### src/rtl/siso_sched_pkg.sv
// rtl/siso_sched_pkg.sv - shared types and LTE block-length check for the SISO frame scheduler
package siso_sched_pkg;

    localparam int BLKLEN_W = 13;

    typedef enum logic [1:0] {
        ST_IDLE    = 2'd0,
        ST_FEED    = 2'd1,
        ST_DISCARD = 2'd2,
        ST_DRAIN   = 2'd3
    } sched_state_t;

    // LTE turbo interleaver sizes: four ranges, each with its own step.
    function automatic logic blklen_legal(input logic [BLKLEN_W-1:0] blklen);
        logic ok;
        ok = 1'b0;
        if (blklen >= 13'd40 && blklen <= 13'd512) begin
            ok = (blklen[2:0] == 3'd0);
        end else if (blklen >= 13'd528 && blklen <= 13'd1024) begin
            ok = (blklen[3:0] == 4'd0);
        end else if (blklen >= 13'd1056 && blklen <= 13'd2048) begin
            ok = (blklen[4:0] == 5'd0);
        end else if (blklen >= 13'd2112 && blklen <= 13'd6144) begin
            ok = (blklen[5:0] == 6'd0);
        end
        return ok;
    endfunction

endpackage

### src/rtl/rr_arbiter.sv
// rtl/rr_arbiter.sv - combinational round-robin picker: first request at or after the pointer
module rr_arbiter #(
    parameter int N     = 4,
    parameter int IDX_W = (N > 1) ? $clog2(N) : 1
) (
    input  logic [N-1:0]     i_req,
    input  logic [IDX_W-1:0] i_ptr,
    output logic             o_gnt_valid,
    output logic [N-1:0]     o_gnt_onehot,
    output logic [IDX_W-1:0] o_gnt_idx
);

    int w_j;

    always_comb begin
        o_gnt_valid  = 1'b0;
        o_gnt_onehot = '0;
        o_gnt_idx    = '0;
        w_j          = 0;
        for (int i = 0; i < N; i++) begin
            w_j = (int'(i_ptr) + i) % N;
            if (!o_gnt_valid && i_req[w_j[IDX_W-1:0]]) begin
                o_gnt_valid                     = 1'b1;
                o_gnt_onehot[w_j[IDX_W-1:0]]    = 1'b1;
                o_gnt_idx                       = w_j[IDX_W-1:0];
            end
        end
    end

endmodule

### src/rtl/siso_frame_scheduler.sv
// rtl/siso_frame_scheduler.sv - shares one SISO decoder between N_REQ frame sources, one frame at a time
module siso_frame_scheduler
    import siso_sched_pkg::*;
#(
    parameter int N_REQ       = 4,
    parameter int DATA_W      = 24,
    parameter int LLR_W       = 8,
    parameter int EXT_W       = 8,
    parameter int WDOG_CYCLES = 65535,
    parameter int TID_W       = (N_REQ > 1) ? $clog2(N_REQ) : 1
) (
    input  logic                      aclk,
    input  logic                      aresetn,
    input  logic [N_REQ*BLKLEN_W-1:0] s_req_blklen,
    input  logic [N_REQ*DATA_W-1:0]   s_req_tdata,
    input  logic [N_REQ-1:0]          s_req_tvalid,
    input  logic [N_REQ-1:0]          s_req_tlast,
    output logic [N_REQ-1:0]          s_req_tready,
    output logic [BLKLEN_W-1:0]       dec_blklen,
    output logic [DATA_W-1:0]         dec_in_tdata,
    output logic                      dec_in_tvalid,
    output logic                      dec_in_tlast,
    input  logic                      dec_in_tready,
    input  logic [LLR_W-1:0]          dec_llr_tdata,
    input  logic                      dec_llr_tvalid,
    input  logic                      dec_llr_tuser,
    input  logic                      dec_llr_tlast,
    output logic                      dec_llr_tready,
    output logic [LLR_W-1:0]          m_llr_tdata,
    output logic                      m_llr_tvalid,
    output logic                      m_llr_tuser,
    output logic                      m_llr_tlast,
    output logic [TID_W-1:0]          m_llr_tid,
    input  logic                      m_llr_tready,
    input  logic [EXT_W-1:0]          dec_ext_tdata,
    input  logic                      dec_ext_tvalid,
    input  logic                      dec_ext_tuser,
    input  logic                      dec_ext_tlast,
    output logic [EXT_W-1:0]          m_ext_tdata,
    output logic                      m_ext_tvalid,
    output logic                      m_ext_tuser,
    output logic                      m_ext_tlast,
    output logic [TID_W-1:0]          m_ext_tid,
    output logic                      busy,
    output logic                      err_blklen,
    output logic                      err_timeout,
    output logic [TID_W-1:0]          err_id
);

    localparam int WDOG_W = $clog2(WDOG_CYCLES + 1);

    sched_state_t        r_state;
    logic [TID_W-1:0]    r_grant;
    logic [TID_W-1:0]    r_rr_ptr;
    logic [TID_W-1:0]    r_err_id;
    logic [BLKLEN_W-1:0] r_dec_blklen;
    logic                r_err_blklen;
    logic                r_err_timeout;
    logic                r_llr_done;
    logic                r_ext_done;
    logic [WDOG_W-1:0]   r_wdog;

    logic                w_gnt_valid;
    logic [N_REQ-1:0]    w_gnt_onehot;
    logic [TID_W-1:0]    w_gnt_idx;
    logic [BLKLEN_W-1:0] w_sel_blklen;
    logic                w_sel_legal;
    logic [DATA_W-1:0]   w_g_tdata;
    logic                w_g_tvalid;
    logic                w_g_tlast;
    logic                w_feed_last;
    logic                w_disc_last;
    logic                w_llr_done_nxt;
    logic                w_ext_done_nxt;

    rr_arbiter #(
        .N     (N_REQ),
        .IDX_W (TID_W)
    ) u_rr_arbiter (
        .i_req        (s_req_tvalid),
        .i_ptr        (r_rr_ptr),
        .o_gnt_valid  (w_gnt_valid),
        .o_gnt_onehot (w_gnt_onehot),
        .o_gnt_idx    (w_gnt_idx)
    );

    always_comb begin
        w_sel_blklen = '0;
        for (int i = 0; i < N_REQ; i++) begin
            if (w_gnt_onehot[i]) begin
                w_sel_blklen = w_sel_blklen | s_req_blklen[i*BLKLEN_W +: BLKLEN_W];
            end
        end
    end

    assign w_sel_legal = blklen_legal(w_sel_blklen);

    assign w_g_tdata  = s_req_tdata[int'(r_grant)*DATA_W +: DATA_W];
    assign w_g_tvalid = s_req_tvalid[r_grant];
    assign w_g_tlast  = s_req_tlast[r_grant];

    // Input side is a pure mux of the granted requester; no skid buffering.
    always_comb begin
        s_req_tready  = '0;
        dec_in_tvalid = 1'b0;
        dec_in_tlast  = 1'b0;
        if (r_state == ST_FEED) begin
            s_req_tready[r_grant] = dec_in_tready;
            dec_in_tvalid         = w_g_tvalid;
            dec_in_tlast          = w_g_tlast;
        end else if (r_state == ST_DISCARD) begin
            s_req_tready[r_grant] = 1'b1;
        end
    end

    assign dec_in_tdata = w_g_tdata;

    assign w_feed_last    = (r_state == ST_FEED) && w_g_tvalid && dec_in_tready && w_g_tlast;
    assign w_disc_last    = (r_state == ST_DISCARD) && w_g_tvalid && w_g_tlast;
    assign w_llr_done_nxt = r_llr_done || (dec_llr_tvalid && m_llr_tready && dec_llr_tlast);
    assign w_ext_done_nxt = r_ext_done || (dec_ext_tvalid && dec_ext_tlast);

    always_ff @(posedge aclk or negedge aresetn) begin
        if (!aresetn) begin
            r_state       <= ST_IDLE;
            r_grant       <= '0;
            r_rr_ptr      <= '0;
            r_err_id      <= '0;
            r_dec_blklen  <= '0;
            r_err_blklen  <= 1'b0;
            r_err_timeout <= 1'b0;
            r_llr_done    <= 1'b0;
            r_ext_done    <= 1'b0;
            r_wdog        <= '0;
        end else begin
            r_err_blklen  <= 1'b0;
            r_err_timeout <= 1'b0;
            case (r_state)
                ST_IDLE: begin
                    r_wdog     <= '0;
                    r_llr_done <= 1'b0;
                    r_ext_done <= 1'b0;
                    if (w_gnt_valid) begin
                        r_grant      <= w_gnt_idx;
                        r_dec_blklen <= w_sel_blklen;
                        r_rr_ptr     <= (w_gnt_idx == TID_W'(N_REQ - 1)) ? '0 : w_gnt_idx + 1'b1;
                        if (w_sel_legal) begin
                            r_state <= ST_FEED;
                        end else begin
                            r_err_blklen <= 1'b1;
                            r_err_id     <= w_gnt_idx;
                            r_state      <= ST_DISCARD;
                        end
                    end
                end
                ST_FEED: begin
                    if (w_feed_last) begin
                        r_state <= ST_DRAIN;
                        r_wdog  <= WDOG_W'(1);
                    end
                end
                ST_DISCARD: begin
                    if (w_disc_last) begin
                        r_state <= ST_IDLE;
                    end
                end
                ST_DRAIN: begin
                    r_llr_done <= w_llr_done_nxt;
                    r_ext_done <= w_ext_done_nxt;
                    // r_wdog holds the 1-based DRAIN cycle number; completion wins a tie.
                    if (w_llr_done_nxt && w_ext_done_nxt) begin
                        r_state <= ST_IDLE;
                    end else if (r_wdog == WDOG_W'(WDOG_CYCLES)) begin
                        r_state       <= ST_IDLE;
                        r_err_timeout <= 1'b1;
                        r_err_id      <= r_grant;
                    end else begin
                        r_wdog <= r_wdog + 1'b1;
                    end
                end
                default: r_state <= ST_IDLE;
            endcase
        end
    end

    assign dec_blklen     = r_dec_blklen;
    assign dec_llr_tready = m_llr_tready;
    assign m_llr_tdata    = dec_llr_tdata;
    assign m_llr_tvalid   = dec_llr_tvalid;
    assign m_llr_tuser    = dec_llr_tuser;
    assign m_llr_tlast    = dec_llr_tlast;
    assign m_llr_tid      = r_grant;
    assign m_ext_tdata    = dec_ext_tdata;
    assign m_ext_tvalid   = dec_ext_tvalid;
    assign m_ext_tuser    = dec_ext_tuser;
    assign m_ext_tlast    = dec_ext_tlast;
    assign m_ext_tid      = r_grant;
    assign busy           = (r_state != ST_IDLE);
    assign err_blklen     = r_err_blklen;
    assign err_timeout    = r_err_timeout;
    assign err_id         = r_err_id;

endmodule

### config.mk
export PLATFORM = sky130hd
export DESIGN_NAME = siso_frame_scheduler
export DESIGN_NICKNAME = d
export VERILOG_FILES = /design/src/rtl/siso_sched_pkg.sv /design/src/rtl/rr_arbiter.sv /design/src/rtl/siso_frame_scheduler.sv
export SDC_FILE = /design/constraint.sdc
export NUM_CORES = 1
export LEC_CHECK = 0
export ABC_AREA = 1
export BUFFER_PORTS_ARGS = -buffer_cell sky130_fd_sc_hd__buf_2
export CORE_MARGIN = 2
export CORE_UTILIZATION = 40
export CTS_CLUSTER_SIZE = 20
export DETAILED_ROUTE_END_ITERATION = 7
export GPL_TIMING_DRIVEN = 0
export PLACE_DENSITY = 0.74
export SYNTH_ARGS = -nofsm -noshare
export SYNTH_HDL_FRONTEND = slang
export SYNTH_SLANG_ARGS = --single-unit
### constraint.sdc
create_clock -name aclk -period 8.1 [get_ports aclk]
set_input_delay 1.62 -clock aclk [delete_from_list [all_inputs] [get_ports aclk]]
set_output_delay 1.62 -clock aclk [all_outputs]
set_load 0.02 [all_outputs]
Word-level counts from Yosys, hierarchy flattened
Index checks and enable logic that the tools add are counted.
W data, S select, Z words.

storage, ports and cells
  output and inout bits = 75
  register bits = 41
  logic and storage cells = 164
  input bits = 182

cells by class
  $add $sub $neg = 5
  $mul = 1
  eq/ne operators = 13
  shifts and indexed selects = 1
  $lt $le $gt $ge = 18
  bitwise gates (word level) = 7
  muxes and demuxes = 71
  reduce and logical (&&, ||, !) cells = 38

operator list
  operator                 number
  $shiftx A96 B8 Y24       1
  $mux W13                 4
  $mux W16                 3
  $pmux W16 S3             1
  $or A13 B13 Y13          3
  $mux W2                  15
  $mux W1                  27
  $mux W4                  6
  $logic_and A1 B1 Y1      21
  $add A16 B1 Y16 const B  1
  $eq A16 B16 Y1 const B   1
  $lt A2 B3 Y1 const B     5
  $ge A13 B10 Y1 const B   1
  $ge A13 B11 Y1 const B   1
  $ge A13 B12 Y1 const B   1
  $ge A13 B6 Y1 const B    1
  $le A13 B10 Y1 const B   1
  $le A13 B11 Y1 const B   1
  $le A13 B12 Y1 const B   1
  $le A13 B13 Y1 const B   1
  $bmux W1 S2              6
  $ne A2 B2 Y1 const B     6
  $or A4 B4 Y4             3
  $demux W1 S2             5
  other kinds (24)         38

Depth between registers and ports, before layout
  depth after elaboration = 28
  mapped depth = 21
  gate-level depth less buffers = 21

Cells and area by module
Synthesis repeated with hierarchy kept, for this count alone.

second synthesis, totals
  cells, all modules = 602
  area total of the unflattened synthesis = 3881.2 sq um

modules (own cells, without submodules)
  module                area each (sq um)  cells an instance  times used  seq. area each (sq um)
  siso_frame_scheduler  3440.8             528                1           1026.0
  rr_arbiter            440.4              74                 1           0.0

Worst setup path after synthesis
OpenSTA, ideal clock, no wires.

  path kind = input port to output port
  start = input dec_in_tready
  end = output s_req_tready[0]
  arrival time = 2341 ps
  required time = 6480 ps
  stages on the path = 3
  path buffers = 0
  slack = 4139 ps
  cell sequence = or2_2 > o21ai_0 > nor3_1

between the ends
  word-level cells in the longest chain between the ends = 2

RTL lines
  item                     RTL line                     RTL
  start, declared          siso_frame_scheduler.sv:23   input logic dec_in_tready,
  $and A4 B4 Y4 (no line)  --
  $mux W4                  siso_frame_scheduler.sv:107  if (r_state == ST_FEED) begin
  end, declared            siso_frame_scheduler.sv:18   output logic [N_REQ-1:0] s_req_tready,

Every way passes these cells.

Final worst setup path
Ends and elaborated chain as after synthesis.

==> run_results.csv <==
group,metric,value,unit
run_status,outcome,"completed",
floorplanning,fp.dieArea,10300,um2
clock_network,holdBufCountCts,0,
clock_network,root_buffer,"clkbuf_8",
finish,syn2layout_area_growth,38.5,%
route,vias,4726,
synth,synthMostInstantiatedCell,"nand2_1",
global_routing,grt_use_met1,30.3,%
setup_path,critical-path-slowest-cell,"or2_2",
timing,finClkSkew,0.00522,ns
timing,drv_slew,0,
clock_network,post_cts_resized,0,
timing,setup_viol,0,
setup_path,cp_max_fo,4,
timing,worstMarginPinSlew,0.911,ns
setup_path,startpoint_type,"primary input",
clock_network,cts_sinks,41,
global_routing,track_usage,24.9,%
synth,ys_seq_area_share,26.9,%
synth,synth_top_area_cell,"dfrtp_1",
clock_network,cts_tree,"yes",
synth,synthFlopType,"dfrtp_1",
clock_network,clkLatencyLatePin,0.29,ns
clock_network,htree_levels,2,
synth,synth_edf_count,0,
global_routing,use_met3,4.76,%
global_routing,grt_pass1_vias,4493,
placed_design,gp_congestion,0.980,
synth,yosys_warnings,0,
global_routing,grt_max_degree,42,
synth,synthArstFlopShare,100,%
global_routing,gr-total-overflow,0,
clock_network,numCtsBuffers,5,
timing,clock.fmax,240,MHz
placed_design,place_hpwl,11.2,mm
synth,ys_ff_latch,41,
power_and_ir_drop,p_per_area,406,nW/um2
global_routing,grt_antenna_before_repair,0,
timing,post-route-min-period,4.17,ns
route,vias_per_cell,4.97,
setup_path,cp.arrival,2.55,ns
synth,syn_area,3810,um2
route,wl_per_cell,14.1,um
timing,timing.final.crit_share,51.5,%
synth,yosysUniqueCellTypes,40,
timing,rsz0062_at_grt,"false",
setup_path,worstSetupPathType,"primary input to output port",
synth,netlist_instances,576,
route,drcViolationCount,0,
timing,maxSlewHeadroom,39.3,%
finish,antenna-diode-count,0,
synth,postSynthNetCount,772,
timing,hold_viol,0,
setup_path,path_cells,"buf_2 > or2_2 > o21ai_0 > nor3_1 > buf_2",
setup_path,cp_common_cell,"buf_2",
route,wl,13.4,mm
setup_path,worstPathRequired,6.48,ns
power_and_ir_drop,ir_worst_vdd,0.198,mV
min_path,hp-class,"flop to flop",
floorplanning,dieWidth,102,um
global_routing,grt_pass1_wl,20.8,mm
power_and_ir_drop,power,2140,uW
power_and_ir_drop,p_leak,0.00297,uW
global_routing,top_usage_layer,"met2",
synth,synth_area_leaders,"dfrtp_1 (27%), nand2_1 (19%), a22oi_1 (7.5%)",
timing,tns,0,ns
finish,nNetsFinal,1017,
route,postRouteAntennaNets,0,
route,initialDrtViolationCount,259,
floorplanning,core-area,9240,um2
synth,synth.avg_cell_area,6.62,um2
setup_path,slowest_delay,0.31,ns
placed_design,io_buffers,238,
floorplanning,io_pins,257,
clock_network,post_cts_buffers,0,
floorplanning,num_rows,35,
clock_network,cts_max_path_buffers,2,
floorplanning,die_h,102,um
route,drt-pass1-iter-count,5,
floorplanning,start_util,41.3,%
setup_path,end_kind,"output port",
synth,synthTopCellsByCount,"nand2_1 (197), inv_1 (47), nor2_1 (45), dfrtp_1 (41), a22oi_1 (38)",
synth,synth_top_area_share,26.9,%
clock_network,clk_pin_slew_worst_paths,0.08,ns
run,max-cap-violations,0,
global_routing,grt_use_met2,45.6,%
finish,drive_above_1_share,38.7,%
kinds of logic after synthesis:
| family | synth area share [%] |
|---|---|
| and+or+nand+nor | 37.7 |
| AOI/OAI and AO/OA | 17.6 |
| buffers and inverters | 12.7 |
| DFF | 26.9 |
| adders and majority gates | 4.59 |
| xor gates and xnor gates | 0.459 |
critical path, delay by kind of cell:
| kind | cells | cell delay (ns) |
|---|---|---|
| AND/OR/NAND/NOR | 2 | 0.39 |
| buffers and inverters | 2 | 0.29 |
| AO/OA/AOI/OAI | 1 | 0.25 |
per-layer routing:
layer	vias to the layer above	routed length [um]
met1	2131	5280
met2	216	6820
li1	2358	-
met5	-	0
met3	21	1080
met4	0	212
layout by cell type (no fill, tap or decap), types with 2 or more instances in the layout:
cell        n
buf_2     238
nand2_1   197
inv_1      47
nor2_1     45
dfrtp_1    41
a22oi_1    38
o21ai_0    31
nand3_1    28
buf_4      25
a21oi_1    15
ha_1       14
clkbuf_1   13
nand2_2    10
nand4_1     8
clkbuf_8    6
inv_2       5
nor2_4      5
nor2_2      5
nor3_1      5
nand3_2     5
a21boi_0    4
a21oi_2     4
buf_6       4
nand2_4     3
or2_2       2
o221ai_1    2
nor4_1      2
nand3_4     2
nand3b_1    2
xor2_1      2
o21a_1      2
cell type report:
cell class / instances / area (um2)
Inverter: 53 / 201
Clock inverter: 1 / 30.0
Clock buffer: 7 / 86.3
Buffer: 42 / 283
Multi-Input combinational cell: 440 / 2300
Timing Repair Buffer: 238 / 1190
Tap cell: 129 / 161
Sequential cell: 41 / 1030
Fill cell: 918 / 3960
flip-flops by register name, indices dropped and copies added (netlist names), named ones only:
name,cells
r_wdog,16
dec_blklen,13
err_id,2
m_ext_tid,2
r_state,2
err_blklen,1
err_timeout,1
r_ext_done,1
r_llr_done,1
r_rr_ptr,1
metrics by stage:
stage	area [um2]	cells	setup WS [ns]	utilization, %	hold WS (ns)
after floorplan	3810	576	4.14	-	0.456
after global placement	5170	943	3.92	55.9	0.459
after detailed placement	5170	943	3.92	55.9	0.469
after CTS	5280	951	3.93	57.2	0.489
after global routing	5280	951	3.88	57.2	0.511
final	5280	951	3.93	57.2	0.486
power by group:
group,internal [uW],switching (uW),total [uW]
logic,553,1100,1650
clock network,101,71.7,172
registers,264,53.3,318
total,918,1230,2140
path summary, 6_finish.rpt:
check / end / slack [ns] / cells past startpoint / start
worst max-delay path: s_req_tready[0] / 3.93 / 5 / dec_in_tready
worst min-delay path: dec_blklen[1]$_DFFE_PN0P_ / 0.49 / 2 / dec_blklen[1]$_DFFE_PN0P_
worst max register to register: err_id[1]$_DFFE_PN0P_ / 4.90 / 19 / flop
worst min register to register: dec_blklen[1]$_DFFE_PN0P_ / 0.49 / 2 / dec_blklen[1]$_DFFE_PN0P_
max in group asynchronous: r_wdog[15]$_DFFE_PN0P_ / 6.07 / 1 / aresetn
min in group asynchronous: dec_blklen[2]$_DFFE_PN0P_ / 1.46 / 1 / aresetn
Power figures use the tool's default switching activity.
